**config.mk**
```make
export PLATFORM = sky130hd
export DESIGN_NAME = perm_sched_stage_flat
export DESIGN_NICKNAME = d
export VERILOG_FILES = /design/src/rtl/perm_sched_stage_if.sv /design/src/rtl/perm_sched_stage.sv /design/src/flat_wrapper.sv
export SDC_FILE = /design/constraint.sdc
export NUM_CORES = 1
export LEC_CHECK = 0
export BUFFER_PORTS_ARGS = -buffer_cell sky130_fd_sc_hd__buf_2
export CORE_MARGIN = 3
export CORE_UTILIZATION = 51
export CTS_CLUSTER_SIZE = 14
export DETAILED_ROUTE_END_ITERATION = 8
export PLACE_DENSITY = 0.78
export SYNTH_ARGS = -nofsm -noshare
export SYNTH_HDL_FRONTEND = slang
export SYNTH_SLANG_ARGS = --single-unit
```
**constraint.sdc**
```tcl
create_clock -name clk -period 6.6 [get_ports clk]
set_clock_uncertainty 0.05 [all_clocks]
set_input_delay 0.66 -clock clk [delete_from_list [all_inputs] [get_ports clk]]
set_output_delay 0.66 -clock clk [all_outputs]
set_load 0.005 [all_outputs]
```
**src/rtl/perm_sched_stage_if.sv**
```systemverilog
// Beat stream bundle between the bank read path, the scheduler and the permute network.
// Carries the control, input handshake and output handshake signals.
interface perm_sched_stage_if #(
   parameter int N      = 8,
   parameter int W      = 1,
   parameter int SELW   = 3,
   parameter int NSTAGE = 8
);
   localparam int STW = $clog2(NSTAGE) + 1;

   logic              start;
   logic              inv;
   logic              in_valid;
   logic              in_ready;
   logic [N*W-1:0]    in_bus;
   logic              out_valid;
   logic              out_ready;
   logic [N*W-1:0]    out_bus;
   logic [N*SELW-1:0] dest_bus;
   logic [STW-1:0]    out_stage;
   logic              out_last;
   logic              busy;
   logic              done;

   modport master (
      output start, inv, in_valid, in_bus, out_ready,
      input  in_ready, out_valid, out_bus, dest_bus,
      input  out_stage, out_last, busy, done
   );

   modport slave (
      input  start, inv, in_valid, in_bus, out_ready,
      output in_ready, out_valid, out_bus, dest_bus,
      output out_stage, out_last, busy, done
   );
endinterface

```
**src/rtl/perm_sched_stage.sv**
```systemverilog
// Scheduler ahead of the lane permutation network: tags each beat with
// stage-dependent lane destinations and buffers it in a 2-entry queue.
module perm_sched_stage #(
   parameter int N      = 8,
   parameter int W      = 1,
   parameter int SELW   = 3,
   parameter int NSTAGE = 8,
   parameter int GROUPS = 4
) (
   input  logic clk,
   input  logic rst_n,
   perm_sched_stage_if.slave bus
);
   localparam int LOGN = $clog2(N);
   localparam int STW  = $clog2(NSTAGE) + 1;
   localparam int GW   = (GROUPS > 1) ? $clog2(GROUPS) : 1;
   localparam logic [STW-1:0] SMAX = STW'(NSTAGE - 1);
   localparam logic [GW-1:0]  GMAX = GW'(GROUPS - 1);

   typedef enum logic [1:0] {IDLE, RUN, DRAIN} state_t;

   state_t            state_q, state_d;
   logic [GW-1:0]     grp_q, grp_d;
   logic [STW-1:0]    stg_q, stg_d;
   logic              inv_q, inv_d;

   logic [N*W-1:0]    q_data_q [2];
   logic [N*SELW-1:0] q_dest_q [2];
   logic [STW-1:0]    q_stg_q  [2];
   logic              q_last_q [2];
   logic              wp_q, rp_q;
   logic [1:0]        cnt_q;
   logic              done_q;

   logic              push, pop, last_in, in_rdy;
   logic [N*SELW-1:0] dest_d;
   logic [LOGN-1:0]   idx_w;
   logic [2*LOGN-1:0] dbl_w, sh_w;
   int                rot_w;

   assign in_rdy  = (state_q == RUN) && (cnt_q < 2'd2);
   assign push    = bus.in_valid && in_rdy;
   assign pop     = (cnt_q != 2'd0) && bus.out_ready;
   assign last_in = (stg_q == SMAX) && (grp_q == GMAX);

   assign bus.in_ready  = in_rdy;
   assign bus.out_valid = (cnt_q != 2'd0);
   assign bus.out_bus   = q_data_q[rp_q];
   assign bus.dest_bus  = q_dest_q[rp_q];
   assign bus.out_stage = q_stg_q[rp_q];
   assign bus.out_last  = q_last_q[rp_q];
   assign bus.busy      = (state_q != IDLE);
   assign bus.done      = done_q;

   // Per-lane destination: LOGN-bit rotate of the lane index by stage mod LOGN
   always_comb begin
      dest_d = '0;
      idx_w  = '0;
      dbl_w  = '0;
      sh_w   = '0;
      rot_w  = int'(stg_q) % LOGN;
      for (int i = 0; i < N; i++) begin
         idx_w = LOGN'(i);
         dbl_w = {idx_w, idx_w};
         if (inv_q) begin
            sh_w = dbl_w >> rot_w;
            dest_d[i*SELW +: LOGN] = sh_w[LOGN-1:0];
         end else begin
            sh_w = dbl_w << rot_w;
            dest_d[i*SELW +: LOGN] = sh_w[2*LOGN-1:LOGN];
         end
      end
   end

   // Next state for the transform FSM and its stage/group counters
   always_comb begin
      state_d = state_q;
      grp_d   = grp_q;
      stg_d   = stg_q;
      inv_d   = inv_q;
      unique case (state_q)
         IDLE: begin
            if (bus.start) begin
               state_d = RUN;
               grp_d   = '0;
               stg_d   = '0;
               inv_d   = bus.inv;
            end
         end
         RUN: begin
            if (push) begin
               if (last_in) begin
                  state_d = DRAIN;
               end else if (grp_q == GMAX) begin
                  grp_d = '0;
                  stg_d = stg_q + 1'b1;
               end else begin
                  grp_d = grp_q + 1'b1;
               end
            end
         end
         DRAIN: begin
            if (pop && q_last_q[rp_q]) state_d = IDLE;
         end
         default: state_d = IDLE;
      endcase
   end

   // FSM and counter registers
   always_ff @(posedge clk or negedge rst_n) begin
      if (!rst_n) begin
         state_q <= IDLE;
         grp_q   <= '0;
         stg_q   <= '0;
         inv_q   <= 1'b0;
      end else begin
         state_q <= state_d;
         grp_q   <= grp_d;
         stg_q   <= stg_d;
         inv_q   <= inv_d;
      end
   end

   // Two-entry elastic queue and the done pulse for the final beat
   always_ff @(posedge clk or negedge rst_n) begin
      if (!rst_n) begin
         for (int e = 0; e < 2; e++) begin
            q_data_q[e] <= '0;
            q_dest_q[e] <= '0;
            q_stg_q[e]  <= '0;
            q_last_q[e] <= 1'b0;
         end
         wp_q   <= 1'b0;
         rp_q   <= 1'b0;
         cnt_q  <= 2'd0;
         done_q <= 1'b0;
      end else begin
         if (push) begin
            q_data_q[wp_q] <= bus.in_bus;
            q_dest_q[wp_q] <= dest_d;
            q_stg_q[wp_q]  <= stg_q;
            q_last_q[wp_q] <= last_in;
            wp_q           <= ~wp_q;
         end
         if (pop) rp_q <= ~rp_q;
         cnt_q  <= cnt_q + 2'(push) - 2'(pop);
         done_q <= pop && q_last_q[rp_q];
      end
   end
endmodule

```
**src/flat_wrapper.sv**
```systemverilog
// flat-port wrapper written by rule: the top's interface ports become plain ports
module perm_sched_stage_flat 
#(
   parameter int N      = 8,
   parameter int W      = 1,
   parameter int SELW   = 3,
   parameter int NSTAGE = 8,
   parameter int GROUPS = 4
)
  (clk, rst_n, bus_start, bus_inv, bus_in_valid, bus_in_bus, bus_out_ready, bus_in_ready, bus_out_valid, bus_out_bus, bus_dest_bus, bus_out_stage, bus_out_last, bus_busy, bus_done);
  perm_sched_stage_if #(.N(N), .W(W), .SELW(SELW), .NSTAGE(NSTAGE)) bus_i ();
  input  logic clk;
  input  logic rst_n;
  input wire logic [$bits(bus_i.start)-1:0] bus_start;
  input wire logic [$bits(bus_i.inv)-1:0] bus_inv;
  input wire logic [$bits(bus_i.in_valid)-1:0] bus_in_valid;
  input wire logic [$bits(bus_i.in_bus)-1:0] bus_in_bus;
  input wire logic [$bits(bus_i.out_ready)-1:0] bus_out_ready;
  output wire logic [$bits(bus_i.in_ready)-1:0] bus_in_ready;
  output wire logic [$bits(bus_i.out_valid)-1:0] bus_out_valid;
  output wire logic [$bits(bus_i.out_bus)-1:0] bus_out_bus;
  output wire logic [$bits(bus_i.dest_bus)-1:0] bus_dest_bus;
  output wire logic [$bits(bus_i.out_stage)-1:0] bus_out_stage;
  output wire logic [$bits(bus_i.out_last)-1:0] bus_out_last;
  output wire logic [$bits(bus_i.busy)-1:0] bus_busy;
  output wire logic [$bits(bus_i.done)-1:0] bus_done;
  assign bus_i.start = bus_start;
  assign bus_i.inv = bus_inv;
  assign bus_i.in_valid = bus_in_valid;
  assign bus_i.in_bus = bus_in_bus;
  assign bus_i.out_ready = bus_out_ready;
  assign bus_in_ready = bus_i.in_ready;
  assign bus_out_valid = bus_i.out_valid;
  assign bus_out_bus = bus_i.out_bus;
  assign bus_dest_bus = bus_i.dest_bus;
  assign bus_out_stage = bus_i.out_stage;
  assign bus_out_last = bus_i.out_last;
  assign bus_busy = bus_i.busy;
  assign bus_done = bus_i.done;
  perm_sched_stage #(.N(N), .W(W), .SELW(SELW), .NSTAGE(NSTAGE), .GROUPS(GROUPS)) u_core (.clk(clk), .rst_n(rst_n), .bus(bus_i));
endmodule
```
======== Yosys cells after proc, flatten, opt, wreduce, memory -nomap -nowiden ========
Cells that the tools add are included.
word-level totals
  register bits after elaboration ......... 88
  input bits .............................. 14
  output and inout bits ................... 41
  logic and storage cells ................. 116
operators by class
  add/subtract/negate cells ............... 4
  divide/modulo/power cells ............... 1
  magnitude comparators ................... 4
  equal/unequal tests ..................... 10
  shift operators ......................... 16
  multiplexer cells ....................... 47
  bitwise gates (word level) .............. 4
  reduce and logical (&&, ||, !) cells .... 14
operators by type and width
  operator                                                              number
  6-bit by 32-bit left shift with 6-bit output (first input constant)   4
  6-bit by 32-bit right shift with 3-bit output (first input constant)  4
  24-bit two-way mux                                                    4
  5-bit by 32-bit left shift with 6-bit output (first input constant)   2
  5-bit by 32-bit right shift with 3-bit output (first input constant)  2
  48-bit bitwise mux                                                    1
  5-bit by 3-bit modulo with 32-bit output (second input constant)      1
  4-bit two-way mux                                                     8
  8-bit two-way mux                                                     4
  1-bit by 32-bit left shift with 6-bit output (first input constant)   1
  4-bit by 32-bit left shift with 6-bit output (first input constant)   1
  1-bit by 32-bit right shift with 3-bit output (first input constant)  1
  4-bit by 32-bit right shift with 3-bit output (first input constant)  1
  24-bit demux with 1-bit select                                        1
  3-bit two-way mux                                                     8
  16-bit bitwise mux                                                    1
  2-bit two-way mux                                                     8
  8-bit bitwise mux                                                     1
  8-bit demux with 1-bit select                                         1
  4-bit one-hot mux with 2 select lines                                 1
  4-bit AND reduction                                                   2
  1-bit logical AND                                                     6
  2-bit by 1-bit != test with 1-bit output (second input constant)      3
  2-bit != test (second input constant)                                 3
  22 further kinds                                                      31

======== Longest topological paths before layout ========
  word-level depth ........................ 7
  depth in mapped cells ................... 15
  gate-level depth less buffers ........... 14

======== Least setup slack after synthesis ========
No wires, ideal clock.
  kind .................................... register -> register
  from .................................... reg u_core.stg_q[0]
  to ...................................... reg u_core.q_dest_q[17] (netlist bit)
  library setup time ...................... 96 ps
  arrival ................................. 3269 ps
  data required time ...................... 6454 ps
  slack ................................... 3185 ps
  stages on the path, launching flop included .. 15
  buffers on the path ..................... 2
  clock period less this slack ............ 3415 ps
  cells stage by stage .................... dfrtp_1 > clkbuf_1 > inv_1 > clkbuf_1 > ha_1 > a211oi_2 > a21oi_2 > xnor2_2 > inv_2 > ha_1 > nor3_1 > nor2_1 > a221oi_1 > o21ai_1 > o31ai_1
on the way
  longest elaborated chain between the ends .. 4
  elaborated cells on any way between the ends .. 5
  those cells by class .................... 1 x div; 2 x shift; 2 x mux
ends and longest elaborated chain
  element                                                                                                               RTL line                                        RTL
  from (decl)                                                                                                           perm_sched_stage.sv:24                          logic [STW-1:0] stg_q, stg_d;
  from (signal assigned)                                                                                                perm_sched_stage.sv:119                         stg_q <= stg_d;
  5-bit by 3-bit modulo with 32-bit output *                                                                            perm_sched_stage.sv:61                          rot_w = int'(stg_q) % LOGN;
  6-bit by 32-bit left shift with 6-bit output / 6-bit by 32-bit right shift with 3-bit output (equally long branches)  perm_sched_stage.sv:69, perm_sched_stage.sv:66
  3-bit two-way mux *                                                                                                   perm_sched_stage.sv:65                          if (inv_q) begin
  48-bit bitwise mux *                                                                                                  perm_sched_stage.sv:140                         q_dest_q[wp_q] <= dest_d;
  to (signal, indexed assignment)                                                                                       perm_sched_stage.sv:140
  to (decl)                                                                                                             perm_sched_stage.sv:28                          logic [N*SELW-1:0] q_dest_q [2];
Every way passes the cells marked *; elsewhere a longest branch is shown, timed or not.
A chain may end at the register's enable or synchronous reset.

======== Worst setup path after layout ========
Same ends and word-level chain as after synthesis.

==> metrics.cfg <==
[pwr]
power.clock.fraction_pct=34.0
seq_power_share_pct=49.1
combPwrFrac_pct=16.9
power.internal_uw=692
p_leak_nw=2.35
power.switching_uw=280
powerDensity_mw_per_mm2=215
p_sw_share_pct=28.8
vdd_drop_max_mv=0.109

[cells_and_area]
multi_input_area_mm2=0.00202
layout_commonest_cell=nand2_1
areaGrowthSynthToFinish_pct=11.7
design_area_mm2=0.00452
fin_cells=578
fill_cells=629
regArea_mm2=0.00185
diodes=0
final_util_pct=60.3
final_layout_size_suffix_gt1_share_pct=24.8
nNetsFinal=498
final_cell_mix=nand2_1 (104), dfrtp_1 (74), buf_2 (51)

[placed_design]
gp_congestion=0.905
hpwlAfterDp_mm=6.55
dp_cells=562
post_dp_cell_area_mm2=0.00433
port_buffers=51

[detailed_routing]
drc=0
routedWlPerCell_um=15.8
drt_pass1_iterations=5
vias=3272
routed_wl_mm=9.12
drtIter0Drc=260
avgViaCountPerCell=5.66
antenna_left=0

[floorplanning]
io_pins=55
num_rows=31
die_h_um=95.1
coreArea_mm2=0.00749
die_area_mm2=0.00904
start_util_pct=54.0
fp.dieW_um=95.1

[logic_synthesis]
synth_ff_type=dfrtp_1
synthArstFlopShare_pct=100
ys_ff_latch=74
yosys-top-cells-area=dfrtp_1 (46%), nand2_1 (9.7%), mux2_2 (9.5%), o21ai_0 (4.2%), ha_1 (3.1%)
synth_edf_count=0
syn_inst=433
yosysTopAreaCell=dfrtp_1
netlist.area_leader.share_pct=45.8
ys_warn_count=0
synth_area_mm2=0.00405
synth_cell_types=55
synth_area_per_cell_um2=9.34
yosysSeqAreaShare_pct=45.8

[timing]
timing.final.hold_violations=0
fin_crit_ns=4.12
rsz0062_at_grt=false
tightest_slew_ns=1.12
setup_tns_ns=0
maxSlewHeadroom_pct=25.3
fmax_ghz=0.243
setup_viol_count_final=0
drv_slew=0
fin_crit_sh_pct=62.4

[worst_setup_path]
worst-path-max-fanout=22
r2r_slack_ns=2.48
startpoint=u_core.stg_q[0]
endpoint_kind=flip-flop
rr_endpoint=u_core.q_dest_q[17]
r2r_start=u_core.stg_q[0]
required_ns=6.79
criticalPathCategory=reg2reg
reg2reg_depth=12
start_kind=flip-flop
crit_end=u_core.q_dest_q[17]
crit_arrival_ns=4.31

[clocking]
clkTransAtPathRegs_ns=0.08
cts_num_sinks=74
cts_buffer_depth=2
cts-root-buf=clkbuf_8
cts_max_level=3
clkLatencyLatePin_ns=0.34
cts_setup_buffers=0
cts_tree=done
cts_hold_buf=0
cts_buffers=9
ctsResizeCount=0

[global_route]
grt-ovfl-total=0
grt_pass1_wl_mm=15.2
grt_start_max_net_pins=75
antenna_found_initial=0
grt_usage_pct=21.2
grt_pass1_vias=3136

[min_path]
min_path_type=reg2reg

[outcome]
outcome=finished clean

[run]
max_cap_violations=0

[worst max-delay path, cell delays in order (launching register included)]
cell and delay [ns]:
dfrtp_1 0.79, inv_1 0.42, ha_1 0.36, a211oi_2 0.27, a21oi_2 0.10, xnor2_2 0.26, inv_2 0.11, ha_1 0.27
nor3_1 0.51, nor2_1 0.20, a221oi_1 0.31, o21ai_1 0.13, o31ai_1 0.24
[metrics by stage]
| step | hold slack (ns) | total power [mW] | setup slack (ns) |
|---|---|---|---|
| after floorplan | 0.314 | 0.604 | 3.19 |
| after global placement | 0.402 | 0.646 | 2.64 |
| after detailed placement | 0.411 | 0.651 | 2.54 |
| after CTS | 0.431 | 0.978 | 2.52 |
| after global routing | 0.448 | 1.02 | 2.06 |
| final | 0.426 | 0.972 | 2.48 |
[per-layer routing]
metal	up-vias	share of wire [%]	track usage, %
li1	1581	-	-
met5	-	0	0
met4	0	1.0	4.81
met1	1602	48	30.6
met3	11	4.2	3.79
met2	78	47	33.4
[cell families (layout without fill, tap and decap cells)]
family	Yosys count	count (layout)	share of synthesized area (%)
other	1	3	0.0927
xor gates and xnor gates	8	8	2.26
muxes	35	35	9.84
AOI/OAI and AO/OA	92	92	15.7
buffers and inverters	41	85	4.58
adders and majority gates	10	10	3.09
DFF	74	74	45.8
and+or+nand+nor	172	172	18.7
[how the worst min path moves through the flow]
| stage | startpoint | end | slack (ns) | depth (start not counted) |
|---|---|---|---|---|
| final | u_core.q_data_q[12] | u_core.q_data_q[12] | 0.43 | 2 |
| after floorplan | rst_n | u_core.bus.done | 0.31 | 0 |
| after CTS | u_core.q_dest_q[8] | u_core.q_dest_q[8] | 0.43 | 2 |
| after global placement | u_core.q_data_q[3] | u_core.q_data_q[3] | 0.40 | 2 |
| after detailed placement | u_core.q_dest_q[38] | u_core.q_dest_q[38] | 0.41 | 2 |
| after global routing | u_core.q_dest_q[8] | u_core.q_dest_q[8] | 0.45 | 2 |
[power groups by stage]
stage	clock, mW	sequential (mW)	combinational (mW)
CTS	0.336	0.477	0.165
floorplan	0	0.479	0.125
global placement	0	0.487	0.159
global route	0.360	0.479	0.181
finish	0.330	0.477	0.164
detailed placement	0	0.486	0.165
[state kept, by name, summed over array words and instances, names as in the netlist]
signal and flops:
u_core.q_dest_q 34, u_core.q_data_q 16, u_core.q_stg_q 8, u_core.stg_q 4, u_core.cnt_q 2, u_core.grp_q 2, u_core.q_last_q 2, u_core.state_q 2
u_core.bus.done 1, u_core.inv_q 1, u_core.rp_q 1, u_core.wp_q 1
[final cells by class]
| cell class | instances | share of cell area (%) |
|---|---|---|
| Multi-Input combinational cell | 320 | 44.6 |
| Sequential cell | 74 | 41.0 |
| Timing Repair Buffer | 55 | 6.32 |
| Clock buffer | 11 | 3.35 |
| Tap cell | 99 | 2.74 |
| Inverter | 14 | 1.16 |
| Clock inverter | 5 | 0.803 |
[Yosys cell counts, drive strengths merged, types with 6 or more instances]
| library cell | count |
|---|---|
| dfrtp | 74 |
| inv | 14 |
| mux2 | 35 |
| nand2 | 105 |
| clkbuf | 14 |
| o31ai | 7 |
| nand4 | 6 |
| a22o | 8 |
| buf | 13 |
| ha | 10 |
| nor2 | 19 |
| nor3 | 10 |
| nand3 | 9 |
| a21oi | 6 |
| o21ai | 36 |
(Power assumes the default switching activity.)
